==> src/rtl/macc_scheduler_if.sv <==
// macc_scheduler_if: bundles the instruction stream and all FIFO handshakes of macc_scheduler.
//   instr_valid/instr/instr_ready       instruction fetch handshake
//   input_empty/input_dout/input_de     show-ahead input FIFO pop side
//   work_full/work_en/work_din          work FIFO push side
//   macc_full/macc_empty/macc_dout/
//   macc_en/macc_de/macc_din            MAC-result FIFO push and pop sides
//   output_full/output_en/output_din    output FIFO push side
//   busy/stall_cnt                      status
// master: the scheduler. slave: the surrounding FIFOs, fetch unit and status consumer.
interface macc_scheduler_if #(
  parameter int unsigned STALL_W = 16
);
  logic               instr_valid;
  logic [31:0]        instr;
  logic               instr_ready;
  logic               input_empty;
  logic [31:0]        input_dout;
  logic               input_de;
  logic               work_full;
  logic               work_en;
  logic [31:0]        work_din;
  logic               macc_full;
  logic               macc_empty;
  logic [31:0]        macc_dout;
  logic               macc_en;
  logic               macc_de;
  logic [31:0]        macc_din;
  logic               output_full;
  logic               output_en;
  logic [31:0]        output_din;
  logic               busy;
  logic [STALL_W-1:0] stall_cnt;

  modport master (
    input  instr_valid, instr, input_empty, input_dout, work_full,
           macc_full, macc_empty, macc_dout, output_full,
    output instr_ready, input_de, work_en, work_din, macc_en, macc_de,
           macc_din, output_en, output_din, busy, stall_cnt
  );

  modport slave (
    output instr_valid, instr, input_empty, input_dout, work_full,
           macc_full, macc_empty, macc_dout, output_full,
    input  instr_ready, input_de, work_en, work_din, macc_en, macc_de,
           macc_din, output_en, output_din, busy, stall_cnt
  );
endinterface

==> src/rtl/macc_scheduler.sv <==
// macc_scheduler: executes a 4-op instruction stream (I load, M multiply-accumulate,
// A accumulate-push, F flush/reduce) against show-ahead FIFOs.
//   clk    sole clock, rising edge
//   reset  asynchronous active-low reset
//   bus    macc_scheduler_if.master: instruction, FIFO handshakes, busy, stall_cnt
// All strobes are combinational from state and inputs; registers update on the same edge.
module macc_scheduler #(
  parameter int unsigned STALL_W = 16
) (
  input logic              clk,
  input logic              reset,
  macc_scheduler_if.master bus
);

  typedef enum logic [1:0] {StRun, StFlush, StEmit} state_e;

  localparam logic [1:0] OpI = 2'b00;
  localparam logic [1:0] OpM = 2'b01;
  localparam logic [1:0] OpA = 2'b10;
  localparam logic [1:0] OpF = 2'b11;

  state_e             state_q, state_d;
  logic [15:0]        x_q, x_d;
  logic [15:0]        xl_q, xl_d;
  logic [15:0]        acc_q, acc_d;
  logic [15:0]        sum_q, sum_d;
  logic [STALL_W-1:0] stall_q, stall_d;

  logic [1:0]  op;
  logic [15:0] imm;
  logic [15:0] in_val, in_life;
  logic [15:0] mac;
  logic        stall;

  assign op      = bus.instr[31:30];
  assign imm     = bus.instr[15:0];
  assign in_val  = bus.input_dout[31:16];
  assign in_life = bus.input_dout[15:0];
  // Low 16 bits of a product are the same for signed and unsigned operands.
  assign mac     = x_q * imm + acc_q;

  always_comb begin
    state_d         = state_q;
    x_d             = x_q;
    xl_d            = xl_q;
    acc_d           = acc_q;
    sum_d           = sum_q;
    stall           = 1'b0;
    bus.instr_ready = 1'b0;
    bus.input_de    = 1'b0;
    bus.work_en     = 1'b0;
    bus.work_din    = '0;
    bus.macc_en     = 1'b0;
    bus.macc_de     = 1'b0;
    bus.macc_din    = '0;
    bus.output_en   = 1'b0;
    bus.output_din  = '0;

    unique case (state_q)
      StRun: begin
        if (bus.instr_valid) begin
          unique case (op)
            OpI: begin
              if (!bus.input_empty && (in_life <= 16'd1 || !bus.work_full)) begin
                bus.input_de    = 1'b1;
                bus.instr_ready = 1'b1;
                x_d             = in_val;
                xl_d            = in_life;
                // Words with lifetime left are recycled to the work FIFO.
                if (in_life > 16'd1) begin
                  bus.work_en  = 1'b1;
                  bus.work_din = {in_val, in_life - 16'd1};
                end
              end else begin
                stall = 1'b1;
              end
            end
            OpM: begin
              acc_d           = mac;
              bus.instr_ready = 1'b1;
            end
            OpA: begin
              if (imm == 16'd0) begin
                acc_d           = '0;
                bus.instr_ready = 1'b1;
              end else if (!bus.macc_full) begin
                bus.macc_en     = 1'b1;
                bus.macc_din    = {acc_q, imm};
                acc_d           = '0;
                bus.instr_ready = 1'b1;
              end else begin
                stall = 1'b1;
              end
            end
            OpF: begin
              // F is consumed only when EMIT completes.
              sum_d   = '0;
              state_d = StFlush;
            end
            default: ;
          endcase
        end
      end
      StFlush: begin
        if (!bus.macc_empty) begin
          bus.macc_de = 1'b1;
          sum_d       = sum_q + bus.macc_dout[31:16];
        end else begin
          state_d = StEmit;
        end
      end
      StEmit: begin
        if (!bus.output_full) begin
          bus.output_en   = 1'b1;
          bus.output_din  = {sum_q, 16'd1};
          bus.instr_ready = 1'b1;
          state_d         = StRun;
        end else begin
          stall = 1'b1;
        end
      end
      default: state_d = StRun;
    endcase

    stall_d = (stall && stall_q != '1) ? stall_q + STALL_W'(1) : stall_q;

    // Inputs may be live while reset is held; keep every output quiet.
    if (!reset) begin
      bus.instr_ready = 1'b0;
      bus.input_de    = 1'b0;
      bus.work_en     = 1'b0;
      bus.work_din    = '0;
      bus.macc_en     = 1'b0;
      bus.macc_de     = 1'b0;
      bus.macc_din    = '0;
      bus.output_en   = 1'b0;
      bus.output_din  = '0;
    end
  end

  assign bus.busy      = reset && (state_q != StRun);
  assign bus.stall_cnt = stall_q;

  always_ff @(posedge clk or negedge reset) begin
    if (!reset) begin
      state_q <= StRun;
      x_q     <= '0;
      xl_q    <= '0;
      acc_q   <= '0;
      sum_q   <= '0;
      stall_q <= '0;
    end else begin
      state_q <= state_d;
      x_q     <= x_d;
      xl_q    <= xl_d;
      acc_q   <= acc_d;
      sum_q   <= sum_d;
      stall_q <= stall_d;
    end
  end

endmodule

==> src/flat_wrapper.sv <==
// flat-port wrapper written by rule: the top's interface ports become plain ports
module macc_scheduler_flat 
#(
  parameter int unsigned STALL_W = 16
)
  (clk, reset, bus_instr_valid, bus_instr, bus_input_empty, bus_input_dout, bus_work_full, bus_macc_full, bus_macc_empty, bus_macc_dout, bus_output_full, bus_instr_ready, bus_input_de, bus_work_en, bus_work_din, bus_macc_en, bus_macc_de, bus_macc_din, bus_output_en, bus_output_din, bus_busy, bus_stall_cnt);
  macc_scheduler_if #(.STALL_W(STALL_W)) bus_i ();
  input logic clk;
  input logic reset;
  input wire logic [$bits(bus_i.instr_valid)-1:0] bus_instr_valid;
  input wire logic [$bits(bus_i.instr)-1:0] bus_instr;
  input wire logic [$bits(bus_i.input_empty)-1:0] bus_input_empty;
  input wire logic [$bits(bus_i.input_dout)-1:0] bus_input_dout;
  input wire logic [$bits(bus_i.work_full)-1:0] bus_work_full;
  input wire logic [$bits(bus_i.macc_full)-1:0] bus_macc_full;
  input wire logic [$bits(bus_i.macc_empty)-1:0] bus_macc_empty;
  input wire logic [$bits(bus_i.macc_dout)-1:0] bus_macc_dout;
  input wire logic [$bits(bus_i.output_full)-1:0] bus_output_full;
  output wire logic [$bits(bus_i.instr_ready)-1:0] bus_instr_ready;
  output wire logic [$bits(bus_i.input_de)-1:0] bus_input_de;
  output wire logic [$bits(bus_i.work_en)-1:0] bus_work_en;
  output wire logic [$bits(bus_i.work_din)-1:0] bus_work_din;
  output wire logic [$bits(bus_i.macc_en)-1:0] bus_macc_en;
  output wire logic [$bits(bus_i.macc_de)-1:0] bus_macc_de;
  output wire logic [$bits(bus_i.macc_din)-1:0] bus_macc_din;
  output wire logic [$bits(bus_i.output_en)-1:0] bus_output_en;
  output wire logic [$bits(bus_i.output_din)-1:0] bus_output_din;
  output wire logic [$bits(bus_i.busy)-1:0] bus_busy;
  output wire logic [$bits(bus_i.stall_cnt)-1:0] bus_stall_cnt;
  assign bus_i.instr_valid = bus_instr_valid;
  assign bus_i.instr = bus_instr;
  assign bus_i.input_empty = bus_input_empty;
  assign bus_i.input_dout = bus_input_dout;
  assign bus_i.work_full = bus_work_full;
  assign bus_i.macc_full = bus_macc_full;
  assign bus_i.macc_empty = bus_macc_empty;
  assign bus_i.macc_dout = bus_macc_dout;
  assign bus_i.output_full = bus_output_full;
  assign bus_instr_ready = bus_i.instr_ready;
  assign bus_input_de = bus_i.input_de;
  assign bus_work_en = bus_i.work_en;
  assign bus_work_din = bus_i.work_din;
  assign bus_macc_en = bus_i.macc_en;
  assign bus_macc_de = bus_i.macc_de;
  assign bus_macc_din = bus_i.macc_din;
  assign bus_output_en = bus_i.output_en;
  assign bus_output_din = bus_i.output_din;
  assign bus_busy = bus_i.busy;
  assign bus_stall_cnt = bus_i.stall_cnt;
  macc_scheduler #(.STALL_W(STALL_W)) u_core (.clk(clk), .reset(reset), .bus(bus_i));
endmodule
==> config.mk <==
export PLATFORM = sky130hd
export DESIGN_NAME = macc_scheduler_flat
export DESIGN_NICKNAME = d
export VERILOG_FILES = /design/src/rtl/macc_scheduler_if.sv /design/src/rtl/macc_scheduler.sv /design/src/flat_wrapper.sv
export SDC_FILE = /design/constraint.sdc
export NUM_CORES = 1
export LEC_CHECK = 0
export ABC_AREA = 1
export BUFFER_PORTS_ARGS = -buffer_cell sky130_fd_sc_hd__buf_4
export CORE_MARGIN = 1
export CORE_UTILIZATION = 30
export DETAILED_ROUTE_END_ITERATION = 6
export GPL_ROUTABILITY_DRIVEN = 0
export GPL_TIMING_DRIVEN = 0
export HOLD_SLACK_MARGIN = 0.02
export SYNTH_ARGS = -nofsm -noshare
export SYNTH_HDL_FRONTEND = slang
export SYNTH_SLANG_ARGS = --single-unit
==> constraint.sdc <==
create_clock -name clk -period 6 [get_ports clk]
set_input_delay 1.8 -clock clk [delete_from_list [all_inputs] [get_ports clk]]
set_output_delay 1.8 -clock clk [all_outputs]
set_load 0.005 [all_outputs]
=== Yosys cells after proc, flatten, opt, wreduce, memory -nomap -nowiden ===
Index checks and enable logic that the tools add are counted.

* Register bits after elaboration: 66
* Input port bits: 104
* Output and inout bits: 119
* Logic and storage cells: 102

* Add/subtract/negate cells: 4
* $mul: 1
* Magnitude comparators: 2
* Equal/unequal tests: 12
* Multiplexer cells: 62
* Reductions and logical operators: 16

{| class="wikitable"
|+ Operator list
! cell !! number
|-
| two-way mux 32 bit || 15
|-
| two-way mux 16 bit || 5
|-
| one-hot mux 16 bit (2 select lines) || 2
|-
| adder 16 bit || 2
|-
| two-way mux 1 bit || 31
|-
| adder 16 x 1 -> 16 bit, second input constant || 1
|-
| > comparator 16 x 1 -> 1 bit, second input constant || 1
|-
| <= comparator 16 x 1 -> 1 bit, second input constant || 1
|-
| zero test 16 bit || 1
|-
| multiplier 16 x 16 -> 16 bit || 1
|-
| != test 16 bit, second input constant || 1
|-
| AND reduction 4 bit || 4
|-
| subtractor 16 x 1 -> 16 bit, second input constant || 1
|-
| != test 2 bit, second input constant || 5
|-
| two-way mux 2 bit || 4
|-
| == test 2 bit, second input constant || 3
|-
| one-hot mux 1 bit (2 select lines) || 3
|-
| one-hot mux 2 bit (3 select lines) || 1
|-
| nonzero test 2 bit || 3
|-
| == test 2 x 1 -> 1 bit, second input constant || 2
|-
| zero test 2 bit || 2
|-
| logical AND 1 bit || 3
|-
| != test 3 x 2 -> 1 bit, second input constant || 1
|-
| one-hot mux 1 bit (3 select lines) || 1
|-
| 2 further kinds || 3
|}

=== Logic depth before layout (Yosys ltp) ===
* Depth in word-level cells: 8
* Gate-level depth with buffers: 29
* Mapped depth without buffers: 27

=== Least setup slack after synthesis ===
OpenSTA, ideal clock, no wires.

* Kind: input -> register
* From: in bus_instr[1]
* To: reg u_core.acc_q[13]
* Library setup time: 127 ps
* Data arrival time: 6434 ps
* Required time: 5873 ps
* Setup slack: -562 ps
* Stages: 23
* Buffers on the path: 2
* Cell sequence: buf_2 clkbuf_1 nand2_1 fa_1 fa_1 fa_1 inv_1 ha_1 fa_1 inv_1 fa_1 inv_1 ha_1 nand2_1 nor3_1 nand2_1 nand2_1 nand2_1 nand2_1 a21oi_1 or2_2 nand3_1 o21ai_0

* Longest elaborated chain between the ends: 3
* Elaborated cells on any way between the ends: 7
* Classes of those cells: 1 x add/sub; 1 x mul; 1 x eq/ne; 2 x mux; 2 x reduce/logical

{| class="wikitable"
|+ RTL lines
! item !! RTL line !! source
|-
| start, declared || flat_wrapper.sv:11 || <nowiki>input wire logic [$bits(bus_i.instr)-1:0] bus_instr;</nowiki>
|-
| multiplier 16 x 16 -> 16 bit / zero test 16 bit (equally long branches) || macc_scheduler.sv:40, macc_scheduler.sv:83 ||
|-
| adder 16 bit (tied with other cells) || macc_scheduler.sv:40 || <nowiki>assign mac = x_q * imm + acc_q;</nowiki>
|-
| one-hot mux 16 bit (2 select lines) / AND reduction 4 bit (equally long branches) || -- ||
|-
| end signal, assigned || macc_scheduler.sv:149 || <nowiki>acc_q <= '0;</nowiki>
|-
| end signal, assigned || macc_scheduler.sv:156 || <nowiki>acc_q <= acc_d;</nowiki>
|-
| end, declared || macc_scheduler.sv:25 || <nowiki>logic [15:0] acc_q, acc_d;</nowiki>
|}

Parallel ways exist; a longest one is shown, timed or not.
A chain may end at the register's enable or synchronous reset.

=== Worst setup path after layout ===
* From: in bus_instr[1]
* To: reg u_core.acc_q[15]

The elaborated chain is that of the path after synthesis.

==> impl_metrics.yaml <==
die:
  core_area_mm2: 0.0309
  die_height_um: 180
  floorplan.initialDensity_pct: 30.8
  boundaryPins: 223
  die_width_um: 180
  die-area_mm2: 0.0325
  row_count: 64
setup_path:
  crit_top_cell: "sky130_fd_sc_hd__fa_1"
  critical_path.max_stage_delay_ns: 0.52
  critical_path_class: "input port to flop"
  timing.critical_path.fanout_max: 7
  timing.critical_path.from_type: "input port"
  slowest_stage: "sky130_fd_sc_hd__fa_1"
  critical_path.endpoint_type: "flop"
  critical-path-top-delay-family: "adder cells"
  crit_required_ns: 6.28
  arr_time_crit_path_ns: 6.41
  worstPathBufferInverterCount: 8
  crit_path_cell_chain: "buf_12 -> clkbuf_16 -> buf_6 -> nand2_1 -> fa_1 -> fa_1 -> inv_1 -> fa_1 -> fa_1 -> fa_1 -> inv_1 -> fa_1 -> inv_2 -> ha_4 -> inv_1 -> nor3_4 -> nand2_1 -> nand3_4 -> inv_2 -> nand3_2 -> nand3_2 -> nand2_1"
routing:
  drc_errors: 0
  via_count_normalized_by_instance_count: 4.52
  aggregate_routed_wire_length_mm: 28.6
  drt_pass1_iterations: 5
  antenna_left: 0
  wire_per_inst_um: 14.3
  detail_route.iter0.violations: 445
  vias: 9040
clocking:
  cts_tree: "done"
  cts_buffers: 9
  clock-root-buffer: "sky130_fd_sc_hd__clkbuf_16"
  clock_tree.htree_level_count: 3
  clk_pin_slew_ns: 0.06
  cts.hold.buffers_added: 0
  cts.path.max_buffers: 2
  insertion_delay_ns: 0.35
  cts_num_sinks: 66
timing:
  postLayoutSetupSlackWorst_ns: -0.127
  clock.fmax_mhz: 163
  worst-slew-pin-transition_ns: 0.734
  hold_violations: 0
  timing.max_slew.rel_slack_pct: 51.0
  layout_min_cycle_time_ns: 6.13
  timing.final.setup_violations: 4
  timing.final.max_slew_violations: 0
  rsz0062_at_grt: "true"
  final.setup_skew_ns: 0.0138
  part_of_the_cycle_the_worst_path_needs_pct: 102
global_route:
  grt_overflow: 0
  grt_max_degree: 69
  grt_pass1_vias: 9147
  antenna_found_initial: 1
  grt_pass1_wl_mm: 47.0
  grtUsageTotal_pct: 18.1
synthesis:
  synthesis.area_per_instance_um2: 6.88
  synthTopCellsByArea: "sky130_fd_sc_hd__fa_1 (20%), sky130_fd_sc_hd__dfrtp_1 (17%), sky130_fd_sc_hd__inv_1 (14%), sky130_fd_sc_hd__nand2_1 (14%), sky130_fd_sc_hd__ha_1 (9.7%)"
  synth.ff_latch_count: 66
  unique_cell_type_count_in_the_yosys_netlist: 42
  post_synth_inst_count: 1385
  yosys_warnings: 0
  ys_seq_area_share_pct: 17.3
  synth_area_mm2: 0.00952
  post-synth-top-area-cell: "sky130_fd_sc_hd__fa_1"
  synth.top_cell.area_share_pct: 20.0
layout:
  area.growth.synth_to_final_pct: 28.7
  design.final.nets: 1872
  layout-drive-gt1-share_pct: 21.5
  antenna_cells_inserted: 0
run_status:
  failed_checks: "setup timing"
  outcome: "finished with violations"
place:
  io_buffer_count: 171
  dp_hpwl_mm: 23.2
  dp_worst_setup_slack_ns: -0.781
flow_run:
  max-cap-violations: 0
min_path:
  holdCritPathClass: "flop to flop"
-- synth_stat cells --
master,n
sky130_fd_sc_hd__o2bb2ai_1,1
sky130_fd_sc_hd__clkbuf_2,1
sky130_fd_sc_hd__inv_1,357
sky130_fd_sc_hd__conb_1,1
sky130_fd_sc_hd__o21a_1,1
sky130_fd_sc_hd__buf_2,15
sky130_fd_sc_hd__buf_4,17
sky130_fd_sc_hd__xor2_1,20
sky130_fd_sc_hd__clkbuf_1,25
sky130_fd_sc_hd__nand2_2,2
sky130_fd_sc_hd__o211ai_1,1
sky130_fd_sc_hd__ha_1,74
sky130_fd_sc_hd__nand3_1,62
sky130_fd_sc_hd__o21ai_1,5
sky130_fd_sc_hd__o21ai_2,1
sky130_fd_sc_hd__o21bai_1,2
sky130_fd_sc_hd__and2_1,1
sky130_fd_sc_hd__nor4_1,1
sky130_fd_sc_hd__nor2_4,2
sky130_fd_sc_hd__xnor2_1,12
sky130_fd_sc_hd__inv_2,1
sky130_fd_sc_hd__a21oi_1,38
sky130_fd_sc_hd__fa_1,95
sky130_fd_sc_hd__nor3_2,1
sky130_fd_sc_hd__nand2_1,347
sky130_fd_sc_hd__o2111ai_1,1
sky130_fd_sc_hd__a21boi_0,2
sky130_fd_sc_hd__a21boi_1,1
sky130_fd_sc_hd__nand4_1,10
sky130_fd_sc_hd__nor2_2,22
sky130_fd_sc_hd__nor2_1,105
sky130_fd_sc_hd__o21ai_0,48
sky130_fd_sc_hd__o31ai_1,2
sky130_fd_sc_hd__nor3_1,13
sky130_fd_sc_hd__nand2_4,1
sky130_fd_sc_hd__dfrtp_1,66
sky130_fd_sc_hd__nand3_2,1
sky130_fd_sc_hd__or2_2,6
sky130_fd_sc_hd__o22ai_1,14
sky130_fd_sc_hd__o32ai_1,2
sky130_fd_sc_hd__nand3b_1,5
sky130_fd_sc_hd__buf_6,3
-- metal layers --
layer / part of all wire (%) / GRT usage [%] / vias to the layer above
met1: 45 / 23.4 / 4270
li1: - / - / 4490
met3: 6.5 / 4.57 / 29
met4: 1.9 / 4.21 / 2
met5: 0.059 / 0 / -
met2: 47 / 30.3 / 249
-- cell type report --
class,instances,area [µm²]
plain buffers,57,419
repair buffers,193,1490
flip-flops and latches,66,1650
inverters,358,1340
fillers,3272,18700
well taps,396,495
multi-input cells,914,6560
clock buffers,12,246
clock inverters,4,51.3
-- logic make-up after synthesis --
| group | share of synthesized area [%] |
|---|---|
| buf+inv | 17.6 |
| flops | 17.3 |
| simple gates | 25.5 |
| compound gates | 6.87 |
| other cells | 0.0394 |
| fa+ha+maj | 29.7 |
| xor+xnor | 2.94 |
-- stage by stage --
step	instances	instance area, µm²	TNS, ns	util [%]	hold WS [ns]
after global routing	2000	12300	-0.995	39.7	0.545
final	2000	12300	-0.304	39.7	0.495
after detailed placement	1966	11500	-3.81	37.2	0.486
after CTS	1994	12100	-0.391	39.1	0.501
after global placement	1966	11500	-3.40	37.2	0.483
after floorplan	1399	9730	-0.676	-	0.453
-- layout by cell type (no fill, tap or decap), types with 8 or more instances in the layout --
master / netlist / layout
sky130_fd_sc_hd__nand2_4: 1 / 8
sky130_fd_sc_hd__nand4_1: 10 / 10
sky130_fd_sc_hd__clkbuf_1: 25 / 22
sky130_fd_sc_hd__nor3_1: 13 / 10
sky130_fd_sc_hd__ha_4: 0 / 10
sky130_fd_sc_hd__nor2_2: 22 / 25
sky130_fd_sc_hd__nand2_1: 347 / 334
sky130_fd_sc_hd__nand3_1: 62 / 57
sky130_fd_sc_hd__a21oi_1: 38 / 34
sky130_fd_sc_hd__dfrtp_1: 66 / 66
sky130_fd_sc_hd__buf_6: 3 / 8
sky130_fd_sc_hd__xor2_1: 20 / 20
sky130_fd_sc_hd__buf_4: 17 / 202
sky130_fd_sc_hd__o21ai_0: 48 / 42
sky130_fd_sc_hd__nand2_2: 2 / 8
sky130_fd_sc_hd__nor2_1: 105 / 102
sky130_fd_sc_hd__xnor2_1: 12 / 12
sky130_fd_sc_hd__clkbuf_16: 0 / 13
sky130_fd_sc_hd__o21ai_1: 5 / 11
sky130_fd_sc_hd__conb_1: 1 / 15
sky130_fd_sc_hd__o22ai_1: 14 / 14
sky130_fd_sc_hd__fa_1: 95 / 92
sky130_fd_sc_hd__buf_2: 15 / 11
sky130_fd_sc_hd__inv_2: 1 / 19
sky130_fd_sc_hd__inv_1: 357 / 339
sky130_fd_sc_hd__ha_1: 74 / 62
-- worst reg2reg max path, cell delays in order, from the launching register on --
cell	delay (ns)
sky130_fd_sc_hd__dfrtp_1	0.32
sky130_fd_sc_hd__clkbuf_1	0.47
sky130_fd_sc_hd__clkbuf_1	0.58
sky130_fd_sc_hd__nand2_1	0.16
sky130_fd_sc_hd__fa_1	0.39
sky130_fd_sc_hd__inv_1	0.10
sky130_fd_sc_hd__fa_2	0.45
sky130_fd_sc_hd__ha_1	0.20
sky130_fd_sc_hd__fa_1	0.47
sky130_fd_sc_hd__inv_1	0.05
sky130_fd_sc_hd__fa_1	0.47
sky130_fd_sc_hd__fa_1	0.50
sky130_fd_sc_hd__inv_1	0.06
sky130_fd_sc_hd__ha_4	0.29
sky130_fd_sc_hd__inv_1	0.10
sky130_fd_sc_hd__nor3_4	0.19
sky130_fd_sc_hd__nand2_1	0.08
sky130_fd_sc_hd__nand2_2	0.12
sky130_fd_sc_hd__nand2_2	0.07
sky130_fd_sc_hd__nand2_2	0.06
sky130_fd_sc_hd__a21oi_2	0.05
sky130_fd_sc_hd__or2_4	0.22
sky130_fd_sc_hd__nand3_2	0.05
sky130_fd_sc_hd__o21ai_1	0.06
-- flip-flops by register name (all words and copies together), names as in the netlist --
name and cells:
u_core.x_q 16, u_core.acc_q 16, u_core.bus.stall_cnt 16, u_core.state_q 2, u_core.sum_q 16
-- timing repair --
item | 4_1_cts | 5_1_grt
endpoints found under the hold margin | 0 | 0
pin swaps | 36 | 35
resized for setup | 48 | 40
setup endpoints to repair | 11 | 9
setup buffers | 16 | 7
-- worst paths after layout --
check / depth (start not counted) / slack, ns / startpoint / endpoint
max: 22 / -0.13 / bus_instr[1] / u_core.acc_q[15]
min: 2 / 0.50 / u_core.x_q[15] / u_core.x_q[15]
max reg2reg: 23 / 0.38 / u_core.x_q[0] / u_core.acc_q[13]
min reg2reg: 2 / 0.50 / u_core.x_q[15] / u_core.x_q[15]
max in group asynchronous: 1 / 4.09 / reset / u_core.acc_q[14]
min in group asynchronous: 1 / 1.43 / reset / u_core.bus.stall_cnt[9]
Power is left out: the tool's default activity adds up to more than one toggle a clock period on the data nets, which glitch-free logic cannot reach.
